--- src/rtl/rtc_poller_pkg.sv ---
// Shared types and constants for the RTC capture poller: FSM states, RTC register map, data width.
package rtc_poller_pkg;

    localparam int DATA_W = 32;

    localparam logic [15:0] RTC_ADDR_CAPTURE = 16'h0100;
    localparam logic [15:0] RTC_ADDR_ARM     = 16'h0200;
    localparam logic [15:0] RTC_ADDR_STATUS  = 16'h0300;

    localparam logic [DATA_W-1:0] ARM_WORD = 32'h0000_0001;

    typedef enum logic [2:0] {
        IDLE,
        ARM,
        POLL,
        CAPTURE,
        PUSH
    } poll_state_t;

endpackage

--- src/rtl/rtc_capture_poller_fifo.sv ---
// Synchronous show-ahead timestamp FIFO; head reads as zero while empty.
module ts_fifo
    import rtc_poller_pkg::*;
#(
    parameter int DEPTH = 16,
    parameter int WIDTH = DATA_W
) (
    input  logic             clock,
    input  logic             reset,
    input  logic             push,
    input  logic [WIDTH-1:0] push_data,
    input  logic             pop,
    output logic [WIDTH-1:0] head,
    output logic             full,
    output logic             empty
);

    localparam int AW = $clog2(DEPTH);

    logic [WIDTH-1:0] mem [DEPTH];
    logic [AW-1:0]    wr_ptr;
    logic [AW-1:0]    rd_ptr;
    logic [AW:0]      count;
    logic             do_push;
    logic             do_pop;

    // A pop frees the slot the same cycle, so a full FIFO still accepts a push alongside it.
    assign do_pop  = pop & ~empty;
    assign do_push = push & (~full | do_pop);

    assign full  = (count == (AW+1)'(DEPTH));
    assign empty = (count == '0);
    assign head  = empty ? '0 : mem[rd_ptr];

    always_ff @(posedge clock) begin
        if (!reset) begin
            wr_ptr <= '0;
            rd_ptr <= '0;
            count  <= '0;
        end else begin
            if (do_push) wr_ptr <= wr_ptr + 1'b1;
            if (do_pop)  rd_ptr <= rd_ptr + 1'b1;
            count <= count + (AW+1)'(do_push) - (AW+1)'(do_pop);
        end
    end

    always_ff @(posedge clock) begin
        if (do_push) mem[wr_ptr] <= push_data;
    end

endmodule

--- src/rtl/rtc_capture_poller.sv ---
// Avalon-MM master running the RTC arm -> poll -> capture loop into a timestamp FIFO.
// Build macro RTC_POLL_DELTA_EN: push capture-to-capture deltas instead of absolute timestamps.
//   state   | meaning
//   IDLE    | waiting for run
//   ARM     | writing ARM_WORD to the arm register
//   POLL    | reading status until bit 0 is set or the poll window expires
//   CAPTURE | reading the captured timestamp
//   PUSH    | one cycle: store the latched value (or drop it when full)
module rtc_capture_poller
    import rtc_poller_pkg::*;
#(
    parameter int          FIFO_DEPTH   = 16,
    parameter int unsigned POLL_TIMEOUT = 50_000,
    parameter logic [15:0] ADDR_STATUS  = RTC_ADDR_STATUS,
    parameter logic [15:0] ADDR_ARM     = RTC_ADDR_ARM,
    parameter logic [15:0] ADDR_CAPTURE = RTC_ADDR_CAPTURE
) (
    input  logic              clock,
    input  logic              reset,
    input  logic              run,
    output logic [15:0]       avm_address,
    output logic              avm_read,
    output logic              avm_write,
    output logic [DATA_W-1:0] avm_writedata,
    input  logic [DATA_W-1:0] avm_readdata,
    input  logic              avm_waitrequest,
    output logic [DATA_W-1:0] ts_data,
    output logic              ts_valid,
    input  logic              ts_ready,
    output logic              overflow,
    output logic [15:0]       timeout_cnt,
    output logic              busy
);

    poll_state_t       state;
    poll_state_t       state_n;
    logic [15:0]       addr_n;
    logic              read_n;
    logic              write_n;
    logic [DATA_W-1:0] wdata_n;
    logic              poll_clr;
    logic              timeout_hit;
    logic              cap_load;
    logic              timeout_due;
    logic [31:0]       poll_cnt;
    logic [DATA_W-1:0] push_data;
    logic              fifo_push;
    logic              fifo_full;
    logic              fifo_empty;
    logic              drop;

    assign timeout_due = (POLL_TIMEOUT != 0) && (poll_cnt >= POLL_TIMEOUT);
    assign fifo_push   = (state == PUSH);
    assign drop        = fifo_push & fifo_full & ~ts_ready;
    assign busy        = (state != IDLE);
    assign ts_valid    = ~fifo_empty;

    always_ff @(posedge clock) begin
        if (!reset) begin
            state         <= IDLE;
            avm_address   <= '0;
            avm_read      <= 1'b0;
            avm_write     <= 1'b0;
            avm_writedata <= '0;
            poll_cnt      <= '0;
            timeout_cnt   <= '0;
            overflow      <= 1'b0;
        end else begin
            state         <= state_n;
            avm_address   <= addr_n;
            avm_read      <= read_n;
            avm_write     <= write_n;
            avm_writedata <= wdata_n;
            if (poll_clr)
                poll_cnt <= '0;
            else if (state == POLL && poll_cnt != '1)
                poll_cnt <= poll_cnt + 32'd1;
            if (timeout_hit && timeout_cnt != 16'hFFFF)
                timeout_cnt <= timeout_cnt + 16'd1;
            if (drop)
                overflow <= 1'b1;
        end
    end

    // Each transfer: one cycle to raise the request, then hold it until waitrequest drops.
    always_comb begin
        state_n     = state;
        addr_n      = avm_address;
        read_n      = avm_read;
        write_n     = avm_write;
        wdata_n     = avm_writedata;
        poll_clr    = 1'b0;
        timeout_hit = 1'b0;
        cap_load    = 1'b0;
        case (state)
            IDLE: begin
                if (run) state_n = ARM;
            end
            ARM: begin
                if (!avm_write) begin
                    write_n = 1'b1;
                    addr_n  = ADDR_ARM;
                    wdata_n = ARM_WORD;
                end else if (!avm_waitrequest) begin
                    write_n  = 1'b0;
                    poll_clr = 1'b1;
                    state_n  = POLL;
                end
            end
            POLL: begin
                if (!avm_read) begin
                    if (timeout_due) begin
                        timeout_hit = 1'b1;
                        state_n     = ARM;
                    end else begin
                        read_n = 1'b1;
                        addr_n = ADDR_STATUS;
                    end
                end else if (!avm_waitrequest) begin
                    read_n = 1'b0;
                    // A set flag on the last read wins over the timeout; re-arming would discard it.
                    if (avm_readdata[0]) begin
                        state_n = CAPTURE;
                    end else if (timeout_due) begin
                        timeout_hit = 1'b1;
                        state_n     = ARM;
                    end
                end
            end
            CAPTURE: begin
                if (!avm_read) begin
                    read_n = 1'b1;
                    addr_n = ADDR_CAPTURE;
                end else if (!avm_waitrequest) begin
                    read_n   = 1'b0;
                    cap_load = 1'b1;
                    state_n  = PUSH;
                end
            end
            PUSH: begin
                state_n = run ? ARM : IDLE;
            end
            default: state_n = IDLE;
        endcase
    end

`ifdef RTC_POLL_DELTA_EN
    logic [DATA_W-1:0] prev_ts;
    logic              have_prev;

    // The reference advances on every capture, even one later dropped on a full FIFO.
    always_ff @(posedge clock) begin
        if (!reset) begin
            push_data <= '0;
            prev_ts   <= '0;
            have_prev <= 1'b0;
        end else if (cap_load) begin
            push_data <= have_prev ? (avm_readdata - prev_ts) : avm_readdata;
            prev_ts   <= avm_readdata;
            have_prev <= 1'b1;
        end
    end
`else
    always_ff @(posedge clock) begin
        if (!reset)
            push_data <= '0;
        else if (cap_load)
            push_data <= avm_readdata;
    end
`endif

    ts_fifo #(
        .DEPTH (FIFO_DEPTH),
        .WIDTH (DATA_W)
    ) u_fifo (
        .clock     (clock),
        .reset     (reset),
        .push      (fifo_push),
        .push_data (push_data),
        .pop       (ts_ready),
        .head      (ts_data),
        .full      (fifo_full),
        .empty     (fifo_empty)
    );

endmodule
--- config.mk ---
export PLATFORM = sky130hd
export DESIGN_NAME = rtc_capture_poller
export DESIGN_NICKNAME = d
export VERILOG_FILES = /design/src/rtl/rtc_poller_pkg.sv /design/src/rtl/rtc_capture_poller_fifo.sv /design/src/rtl/rtc_capture_poller.sv
export SDC_FILE = /design/constraint.sdc
export NUM_CORES = 1
export LEC_CHECK = 0
export CAP_MARGIN = 40
export CORE_MARGIN = 5
export CORE_UTILIZATION = 40
export CTS_CLUSTER_DIAMETER = 30
export DETAILED_ROUTE_END_ITERATION = 6
export PLACE_DENSITY = 0.67
export SYNTH_ARGS = -nofsm -noshare
export SYNTH_HDL_FRONTEND = slang
export SYNTH_SLANG_ARGS = --single-unit
--- constraint.sdc ---
create_clock -name clock -period 10.25 [get_ports clock]
set_input_delay 2.5625 -clock clock [delete_from_list [all_inputs] [get_ports clock]]
set_output_delay 2.5625 -clock clock [all_outputs]
set_load 0.1 [all_outputs]
==> results list, run 1 <==
- The flow ran to the end, and the final reports show no timing, DRC or antenna violations.
- The critical path in this run is classified as reg -> out.
- Number of enable-type register cells in the synthesized netlist: 512
- The count of nets left with antenna violations once routing finished came out at 0.
- The portion of synthesized area spent on multiplexers is 0.151.
- Worst hold path startpoint: overflow$_SDFFE_PN0P_
- Critical path's slowest cell: sky130_fd_sc_hd__buf_4
- The H-tree was split into 3 levels.
- Period minus WS final: 6590 ps
- Buffers added to address setup during post-CTS repair amount to 0.
* Power Dens Cells: 266 mW/mm^2
- Cell taking the most area after synthesis: sky130_fd_sc_hd__edfxtp_1
* Launching point of the worst reg2reg path: state[2]$_SDFFE_PN0P_
- In this run the standard cell core region covers 0.0617 mm^2.
- Of the total synthesized cell area, the portion taken by AND, OR, NAND and NOR gates is 0.0739.
- Dividing the synthesized area by the synthesized cell count gives 17.4 um^2.
- GRT Overall Usage: 0.168
* Starting DRC count in detailed routing: roughly 1200
- Vert. Die Dim: approximately 260 um
- Fmax: 152 MHz
- Together, buffers and inverters on the worst path number 4.
* Slew at the pin closest to its max-slew limit: 907 ps
- GR Overflow Total: 0
* CP required: 7690 ps
- Relative to the synthesized area, the layout overhead comes to 27.8%.
- Final HPWL DP: roughly 30 mm
- Walking the worst path, the cells encountered are buf_16 > buf_4 > mux4_2 > mux4_2 > and2_1 > clkdlybuf4s50_1 > buf_8.
- Vias per cell: 5.31
- Number of global-route vias before repair: 14400
* Standard-cell rows: 91
* Clock sinks: 618
- Tot Pwr: 8.45 mW
* Largest family of logic cells by synthesized area: multiplexers
* Top cell by count, worst path: sky130_fd_sc_hd__mux4_2
* Number of buffers inserted by port buffering: 92
- The hold violation count in the final report came to 0.
- Number of buffers on the longest clock path: 3
- Sequential fraction of the synthesis area: 0.703
- The first TritonRoute pass finished after 4 iterations.
* DR WL/cell: roughly 22 um
- Clock tree synthesis inserted a total of 112 buffers.
- Gate count after technology mapping: approximately 1400
- Number of antenna violations at the first check in global routing: 1
- Entering global routing, the biggest net connects 89 pins.
* Highest ir drop seen on vdd: 0.206 mV
- Counting the fill cells in the layout gives 4868.
- Count of state elements after synthesis: 618
* Clock Pin Slew Worst Setup and Hold Paths: 40 ps
- The number of antenna diodes in the final layout is 0.
* Share of cells above drive strength 1: 0.270
- Detailed routing inserted a total of 13700 vias.
* Launching element type of the critical path: flop
* Kind of end point of the critical path: output port
* Data arrival time of the worst path: between 4000 and 5000 ps
- For this configuration, the core starts out at a cell density of 0.403.
- Fin crit share: 0.643
* Ports: 138
- Post-CTS repair changed the size of 0 cells.
- Netlist cell types: 60
* Worst setup slack after layout: 3660 ps
- Worst-skew pair later-pin latency: 650 ps
* Unrepaired setup endpoints after global routing: no
- Synthesis warning total: 0
* Worst hold slack: 466 ps
- Fraction of the mapped netlist area in adder cells: 0.00785
- Fraction of synthesized cell area taken by the top area cell type: 0.618
* Crit Path Max Fanout: 57
* Proportion of synthesized flip-flops having asynchronous set or reset: 0
* Wire length of the first global-routing pass: 86.2 mm
- Cell at the root of the clock tree: sky130_fd_sc_hd__clkbuf_16
- After routing, the total negative slack on setup checks comes to 0 ps.
- After detailed routing, the number of remaining DRC violations is 0.
- After synthesis, the cell types taking the most area are sky130_fd_sc_hd__edfxtp_1 (62%), sky130_fd_sc_hd__mux4_2 (14%), sky130_fd_sc_hd__dfxtp_1 (8.5%), sky130_fd_sc_hd__nand2_1 (1.9%), sky130_fd_sc_hd__buf_4 (1.4%).
* Die Wd: 259 um
- The final layout contains about 1700 nets.
* Final max-slew violation count: 0
- Top flip-flop cell by instance count after synthesis: sky130_fd_sc_hd__edfxtp_1
- Routed wire length: 56.8 mm
- Largest stage delay, worst path: roughly 700 ps
- The synthesized netlist occupies a cell area of approximately 0.025 mm^2.
- Number of buffers inserted by hold repair at cts: 0
- Cell family with most CP delay: buffers and inverters
- Die ar.: about 0.067 mm^2
* Post-place setup slack: 4250 ps
* Clock tree from TritonCTS: done
- At the end of routability-driven placement, the weighted congestion stood at 0.783.
- Headroom to the max-slew limit came out at 0.379.
- For the final database, setup skew stands at 22.7 ps.
- The path class of the tightest hold or removal check is reg -> reg.
* Pleak: around 11 nW
- Number of failing setup endpoints in the final timing report: 0
- Count of maximum capacitance violations: 0
- Fraction of the mapped netlist area in compound gates: 0.0284
- Of the total synthesized cell area, the portion taken by XOR and XNOR cells is 0.00599.
cell families after synthesis:
group	after synthesis
other cells	1
fa+ha+maj	15
buf+inv	138
simple gates	352
mux	175
compound gates	113
flops	618
xor+xnor	17
per-stage QoR:
| stage | cell area [um^2] | cells | utilization |
|---|---|---|---|
| 2_1_floorplan | 25000 | 1473 | - |
| 3_3_place_gp | 26700 | 2309 | 0.433 |
| 3_5_place_dp | 27700 | 2370 | 0.449 |
| 4_1_cts | 31800 | 2582 | 0.515 |
| 5_1_grt | 31800 | 2582 | 0.515 |
| 6_report | 31800 | 2582 | 0.515 |
state kept, by name, summed over array words and instances, names as in the netlist, named ones only:
register	count
overflow	1
u_fifo.wr_ptr	4
state	3
push_data	32
timeout_cnt	16
u_fifo.count	5
avm_write	1
avm_read	1
avm_writedata	1
poll_cnt	32
avm_address	2
u_fifo.rd_ptr	4
u_fifo.mem	512
cells in the mapped netlist (18+ instances only):
cell	count
sky130_fd_sc_hd__edfxtp_1	512
sky130_fd_sc_hd__buf_2	19
sky130_fd_sc_hd__nand3_1	19
sky130_fd_sc_hd__nand2_1	125
sky130_fd_sc_hd__mux4_2	160
sky130_fd_sc_hd__and2_1	42
sky130_fd_sc_hd__buf_4	46
sky130_fd_sc_hd__nand2b_1	18
sky130_fd_sc_hd__nor2_1	51
sky130_fd_sc_hd__a21oi_1	58
sky130_fd_sc_hd__dfxtp_1	106
sky130_fd_sc_hd__clkbuf_1	47
sky130_fd_sc_hd__inv_1	18
layout by cell type (no fill, tap or decap), drive strengths merged, types with 22 or more instances in the layout:
cell and count:
nor2 52, bufinv 22, dfxtp 106, edfxtp 512, conb 45, mux4 160
clkinv 33, a21oi 58, buf 88, nand2 125, inv 36, clkbuf 129
clkdlybuf4s50 92, and2 42
per-layer routing:
| layer | track usage | wire, um | vias up | part of all wire |
|---|---|---|---|---|
| met4 | 0.0512 | 1320 | 2 | 0.023 |
| li1 | - | - | 6045 | - |
| met5 | 0 | 13 | - | 0.00023 |
| met2 | 0.283 | 28600 | 452 | 0.50 |
| met1 | 0.221 | 23500 | 7111 | 0.41 |
| met3 | 0.0347 | 3310 | 98 | 0.058 |
area by class of cell:
type | instances | area, um^2 | area share
sequential | 618 | 17500 | 0.551
multi-input combinational | 717 | 6930 | 0.218
timing repair buffer | 180 | 2180 | 0.0685
inverter | 18 | 67.6 | 0.00213
tap | 837 | 1050 | 0.0329
clock inverter | 83 | 1130 | 0.0354
clock buffer | 129 | 2930 | 0.0921
worst paths after layout:
check                                 end  slack [ps]  cells past startpoint
max                           ts_data[18]        3660                      7
min                 overflow$_SDFFE_PN0P_         470                      1
max reg2reg  u_fifo.mem[13][19]$_DFFE_PP_        7010                      5
min reg2reg         overflow$_SDFFE_PN0P_         470                      1
where the power goes:
part	switching, mW	leakage [nW]	total [mW]	internal (mW)
Clock	1.27	1.96	3.89	2.62
Sequential	0.0491	6.11	2.77	2.72
Combinational	1.04	2.98	1.80	0.758
Total	2.36	11.0	8.45	6.09
(Power assumes the default switching activity.)
==> run 2, diff against run 1 <==
Clock period 10.25 ns to 6.47 ns, I/O delays scaled along.
==> results list, run 2 (synthesized netlist as in run 1, its figures left out) <==
- Outcome: completed
- The total DRC errors in the routed layout is 0 (unchanged).
- Number of antenna violations at the first check in global routing: 1 (unchanged)
* Starting DRC count in detailed routing: 1205 (+2.6%)
- The share of post-route cells with drive strength above 1 is 0.265 (-0.00447).
- Tightest Hold Check Type: reg -> reg
* Final max-slew violation count: 0 (unchanged)
* Period minus WS final: 5540 ps
- More flip-flops sit in one register than any other, and that register is u_fifo.mem.
- The detailed-placement wirelength estimate came to 32.1 mm (+7.6%).
- Final hold viol count: 0 (unchanged)
* Total Negative Setup Slacks: 0 ps (unchanged)
- Number of global-route vias before repair: 14400 (+0.062%)
- The final global-route overflow total is 0 (unchanged).
- In the layout the commonest cells are sky130_fd_sc_hd__edfxtp_1 (512), sky130_fd_sc_hd__mux4_2 (160), sky130_fd_sc_hd__nand2_1 (125).
- Vias per cell: 5.35 (+0.77%)
- TritonCTS buffer count: 110 (-1.8%)
* Power Dens Cells: 413 mW/mm^2 (+55%)
- Category of the critical setup timing path: reg -> out
- The effective utilization at floorplan came to 0.403 (unchanged).
- GP Congestion: 0.779 (-0.60%)
- The maximum vdd ir drop is 0.430 mV (+110%).
- Antenna diodes: 0 (unchanged)
- Wire length of the first global-routing pass: 87.8 mm (+1.8%)
- The chip width came to 259 um (unchanged).
* Slew at the pin closest to its max-slew limit: 898 ps (-9.71 ps)
- The worst setup path is captured at an output port.
* Area of the core region: 0.0617 mm^2 (unchanged)
- CP required: 4850 ps (-2840 ps)
- Post CTS Setup Buffer Count: 0 (unchanged)
- From synthesis to final layout, the design area changed by 27.5%.
* Worst slew margin: 0.386 (+0.00664)
- TritonCTS built the clock tree.
- Launching element type of the critical path: flop
* Routed wire length: 57.3 mm (+0.97%)
* Cell at the root of the clock tree: sky130_fd_sc_hd__clkbuf_16
* Fmax: 181 MHz
- Of the available clock period, the critical path in the final layout requires 0.856.
- Number of failing setup endpoints in the final timing report: 0 (unchanged)
- The leakage power of the design came to 10.9 nW (-1.4%).
- The cell area after layout came to 0.0317 mm^2 (-0.18%).
* Number of buffers inserted by port buffering: 92 (unchanged)
- The instance area at placement was 0.0279 mm^2 (+0.77%).
- Standard-cell rows: 91 (unchanged)
- GRT Overall Usage: 0.170 (+0.00239)
- Setup repair after global routing left no endpoint under its margin.
* Pin count of the biggest net entering global routing: 56 (-37%)
- Data arrival time of the worst path: 3920 ps (-110 ps)
- Crit Path Max Fanout: 33 (-42%)
* Clock sinks: 618 (unchanged)
- The final antenna-violating net count is 0 (unchanged).
* Count of maximum capacitance violations: 0 (unchanged)
- Number of buffers on the longest clock path: 3 (unchanged)
- The die outline area was 0.0673 mm^2 (unchanged).
* Via count: 13800 (+0.89%)
* Vert. Die Dim: 259 um (unchanged)
- Ports: 138 (unchanged)
- Worst-skew pair later-pin latency: 650 ps (about the same)
* Largest registers ranked by flip-flop count: u_fifo.mem x512, poll_cnt x32, push_data x32
- The number of flip-flops in the largest register was 512 (unchanged).
- The maximum clock skew at final layout came to 50.1 ps (+27.3 ps).
- The detailed-route wire length per cell came to 22.2 um (+0.86%).
- Level count of the clock H-tree: 3 (unchanged)
* Post-cts gate resize count: 0 (unchanged)
* Number of buffers inserted by hold repair at cts: 0 (unchanged)
- The count of nets after finishing came to 1708 (+0.53%).
- The number of search-and-repair iterations in the first detailed-routing pass was 5 (+1).
- Most frequent standard cell in the layout excluding fill and tap cells: sky130_fd_sc_hd__edfxtp_1
- The clock-pin slew reported for the worst setup and hold paths after clock tree synthesis is 50 ps (about the same).
-- run 2: layer usage --
metal / global-route usage / wire length [um] / vias to the layer above
met2: 0.270 / 27800 / 540
met1: 0.241 / 24200 / 7140
li1: - / - / 6062
met5: 0 / 7 / -
met3: 0.0374 / 4280 / 86
met4: 0.0443 / 1030 / 2
-- run 2: final cells by class --
cell class	count	area (um^2)
Clock buffer	126	2830
Timing Repair Buffer	191	2390
Inverter	18	67.6
Fill cell	4930	30000
Sequential cell	618	17500
Multi-Input combinational cell	717	6930
Tap cell	837	1050
Clock inverter	78	950
-- run 2: power breakdown --
group | switching, mW | total, mW | internal [mW]
registers | 0.145 | 4.45 | 4.31
clock network | 1.92 | 5.77 | 3.85
logic | 1.62 | 2.89 | 1.27
total | 3.68 | 13.1 | 9.43
-- run 2: final timing paths --
path / startpoint / end / slack (ps) / cells after the start
setup / recovery: flop / ts_data[1] / 930 / 6
hold / removal: overflow$_SDFFE_PN0P_ / overflow$_SDFFE_PN0P_ / 470 / 1
setup reg to reg: state[2]$_SDFFE_PN0P_ / u_fifo.mem[4][20]$_DFFE_PP_ / 3160 / 5
hold reg to reg: overflow$_SDFFE_PN0P_ / overflow$_SDFFE_PN0P_ / 470 / 1
-- run 2: metrics by stage --
step | power (mW) | setup WS, ps | cells | utilization | hold WS [ps]
floorplan | 6.52 | 1630 | 1473 | - | 453
global placement | 7.05 | 1360 | 2312 | 0.434 | 455
detailed placement | 7.45 | 1570 | 2381 | 0.453 | 463
CTS | 13.2 | 862 | 2585 | 0.514 | 473
global route | 13.6 | 748 | 2585 | 0.514 | 501
finish | 13.1 | 930 | 2585 | 0.514 | 466
-- run 2: worst max-delay path: stages (launching register included) --
cell and delay [ps]:
sky130_fd_sc_hd__dfxtp_4 780, sky130_fd_sc_hd__buf_12 350, sky130_fd_sc_hd__mux4_2 540, sky130_fd_sc_hd__mux4_2 510, sky130_fd_sc_hd__and2_1 180, sky130_fd_sc_hd__clkdlybuf4s50_1 580, sky130_fd_sc_hd__buf_16 250
==> patch (settings of run 1) <==
The parameter `FIFO_DEPTH` goes from 16 to 32.
--- a/src/rtl/rtc_capture_poller.sv
+++ b/src/rtl/rtc_capture_poller.sv
@@ -10,5 +10,5 @@
     import rtc_poller_pkg::*;
 #(
-    parameter int          FIFO_DEPTH   = 16,
+    parameter int          FIFO_DEPTH   = 32,
     parameter int unsigned POLL_TIMEOUT = 50_000,
     parameter logic [15:0] ADDR_STATUS  = RTC_ADDR_STATUS,
Behaviour: same outputs for any inputs over 4 cycles, from zero or initial values and one cycle with reset low; that may be too few to reach the edited logic, so the function may still have changed.
==> patch against run 1 <==
Final area grew 74%; area after synthesis grew 77%; wire length grew 99%; power grew 73%; synthesized cell count grew 60%; core utilization shrank 0.70 points; sequential cell count grew 516; largest power group unchanged; setup slack lost 390 ps; critical path depth is the same; critical path type unchanged; cell count grew 65%; global-route usage grew 2.4 points.
==> patch: results (changes against run 1) <==
stage,metric,value,unit,change
global_route,antenna violations before repair,6,,+5
placement,placed cell count,3865,,+63%
route,initial drt markers,2728,,+130%
clock_network,Skew-Pair Late Insertion Delay,770,ps,+120 ps
global_route,total global-route track usage,0.1919,,+0.02419
route,routed wire length on met3,10740,um,+220%
setup_path,Critical Path AT,4420,ps,+390 ps
worst_hold_path,hold crit path type,reg -> reg,,
global_route,first-pass GRT wire length,165000,um,+91%
placement,Post-Place Setup Slack,3983,ps,-266.0 ps
timing,Worst-Margin Slew,1026,ps,+118.6 ps
setup_path,worst-path fanout max,115,,+100%
route,drt wl/cell,26.56,um,+21%
route,first-pass iteration count of the detailed router,5,,+1
synthesis,Yosys cell types,61,,+1.7%
pwr,P_leak,15.82,nW,+43%
placement,RD Place Congestion,0.7666,,-2.1%
cells_and_area,fin nets,2656,,+56%
route,met2 WL,55280,um,+93%
synthesis,fraction of the yosys area taken by sequential cells,0.7469,,+0.04354
clock_network,CTS root buffer,clkbuf_16,,
synthesis,"EDFF count, synth",1024,,+100%
placement,hpwl dp,59630,um,+100%
run_status,run status,finished clean,,
cells_and_area,Largest regs,"u_fifo.mem (1024), poll_cnt (32), push_data (32)",,
clock_network,CTS Buf Count,197,,+76%
pwr,switching share of total power,0.2854,,+0.006280
global_route,vias in the first global route,24873,,+72%
clock_network,H-tree Lvls,4,,+1
placement,Placement Cell Area,0.04831,mm^2,+74%
cells_and_area,# fillers,8444,,+73%
timing,Final Skew,46.29,ps,+23.55 ps
synthesis,top post-synthesis cells by count,"edfxtp_1, mux4_2, nand2_1, dfxtp_1, clkbuf_1",,
cells_and_area,share of post-route cells with drive strength above 1,0.2862,,+0.01632
pwr,maximum vdd drop,0.2098,mV,+2.1%
cells_and_area,Final Non-Filler Cells,4253,,+65%
synthesis,Post-Syn Instances,2293,,+60%
cells_and_area,design area,0.05546,mm^2,+74%
synthesis,top post-synthesis cells by area,"edfxtp_1, mux4_2, dfxtp_1",,
placement,PortBufs,92,,unchanged
route,vias,24035,,+75%
route,Met1 Wirelength,44030,um,+87%
global_route,pin count of the biggest net entering global routing,116,,+30%
## patch: changes by cell type after synthesis, sizes merged, moves of 14 or more
cell,change
o22ai,+33
a21oi,+14
nand2,-14
a31oi,+33
a22oi,+64
buf,+20
and2,-36
mux2i,+24
nor2,+24
mux4,+96
a211o,+32
edfxtp,+512
clkbuf,+35
## patch: worst max-delay path, stage by stage, from the launching register on
cell             delay [ps]
dfxtp_4                 800
buf_12                  550
mux4_2                  360
mux2i_1                  90
a211o_1                 320
a31oi_1                 250
clkdlybuf4s50_1         800
buf_16                  220
## patch: path summary, 6_finish.rpt
check | start | to | slack [ps] | cells past startpoint
setup reg to reg | u_fifo.count[2]$_SDFF_PN0_ | u_fifo.mem[24][14]$_DFFE_PP_ | 6210 | 9
setup / recovery | register | ts_data[0] | 3270 | 7
hold / removal | push_data[0]$_SDFFE_PN0P_ | push_data[0]$_SDFFE_PN0P_ | 480 | 2
hold reg to reg | push_data[0]$_SDFFE_PN0P_ | push_data[0]$_SDFFE_PN0P_ | 480 | 2
## patch: final cells by class
cell class | instances | area share
Clock buffer | 222 | 0.09112
Sequential cell | 1134 | 0.5944
Timing Repair Buffer | 240 | 0.05320
Inverter | 23 | 0.001557
Multi-Input combinational cell | 1005 | 0.1921
Antenna cell | 3 | 0.0001354
Clock inverter | 150 | 0.03420
Tap cell | 1476 | 0.03330
## patch: cells by family (layout without fill, tap and decap cells)
logic type	count (synthesis)	count (layout)	synth area share
flops	1134	1134	0.7469
fa+ha+maj	18	18	0.005275
simple gates	329	329	0.03721
buf+inv	198	635	0.02206
compound gates	301	301	0.04557
other cells	1	48	0.00008500
mux	295	295	0.1395
xor+xnor	17	17	0.003375
## patch: metal layers
layer	vias to the layer above	GRT usage
li1	10057	-
met1	12584	0.2467
met2	1195	0.3150
met3	193	0.05761
met4	6	0.06224
met5	-	0
## patch: power by group through the flow
| stage | Sequential, mW | Combinational [mW] | Clock [mW] |
|---|---|---|---|
| 2_1_floorplan | 5.15 | 1.87 | 0 |
| 3_3_place_gp | 5.18 | 2.41 | 0 |
| 3_5_place_dp | 5.18 | 2.87 | 0 |
| 4_1_cts | 5.10 | 2.89 | 6.74 |
| 5_1_grt | 5.10 | 2.98 | 6.99 |
| 6_report | 5.09 | 2.86 | 6.65 |
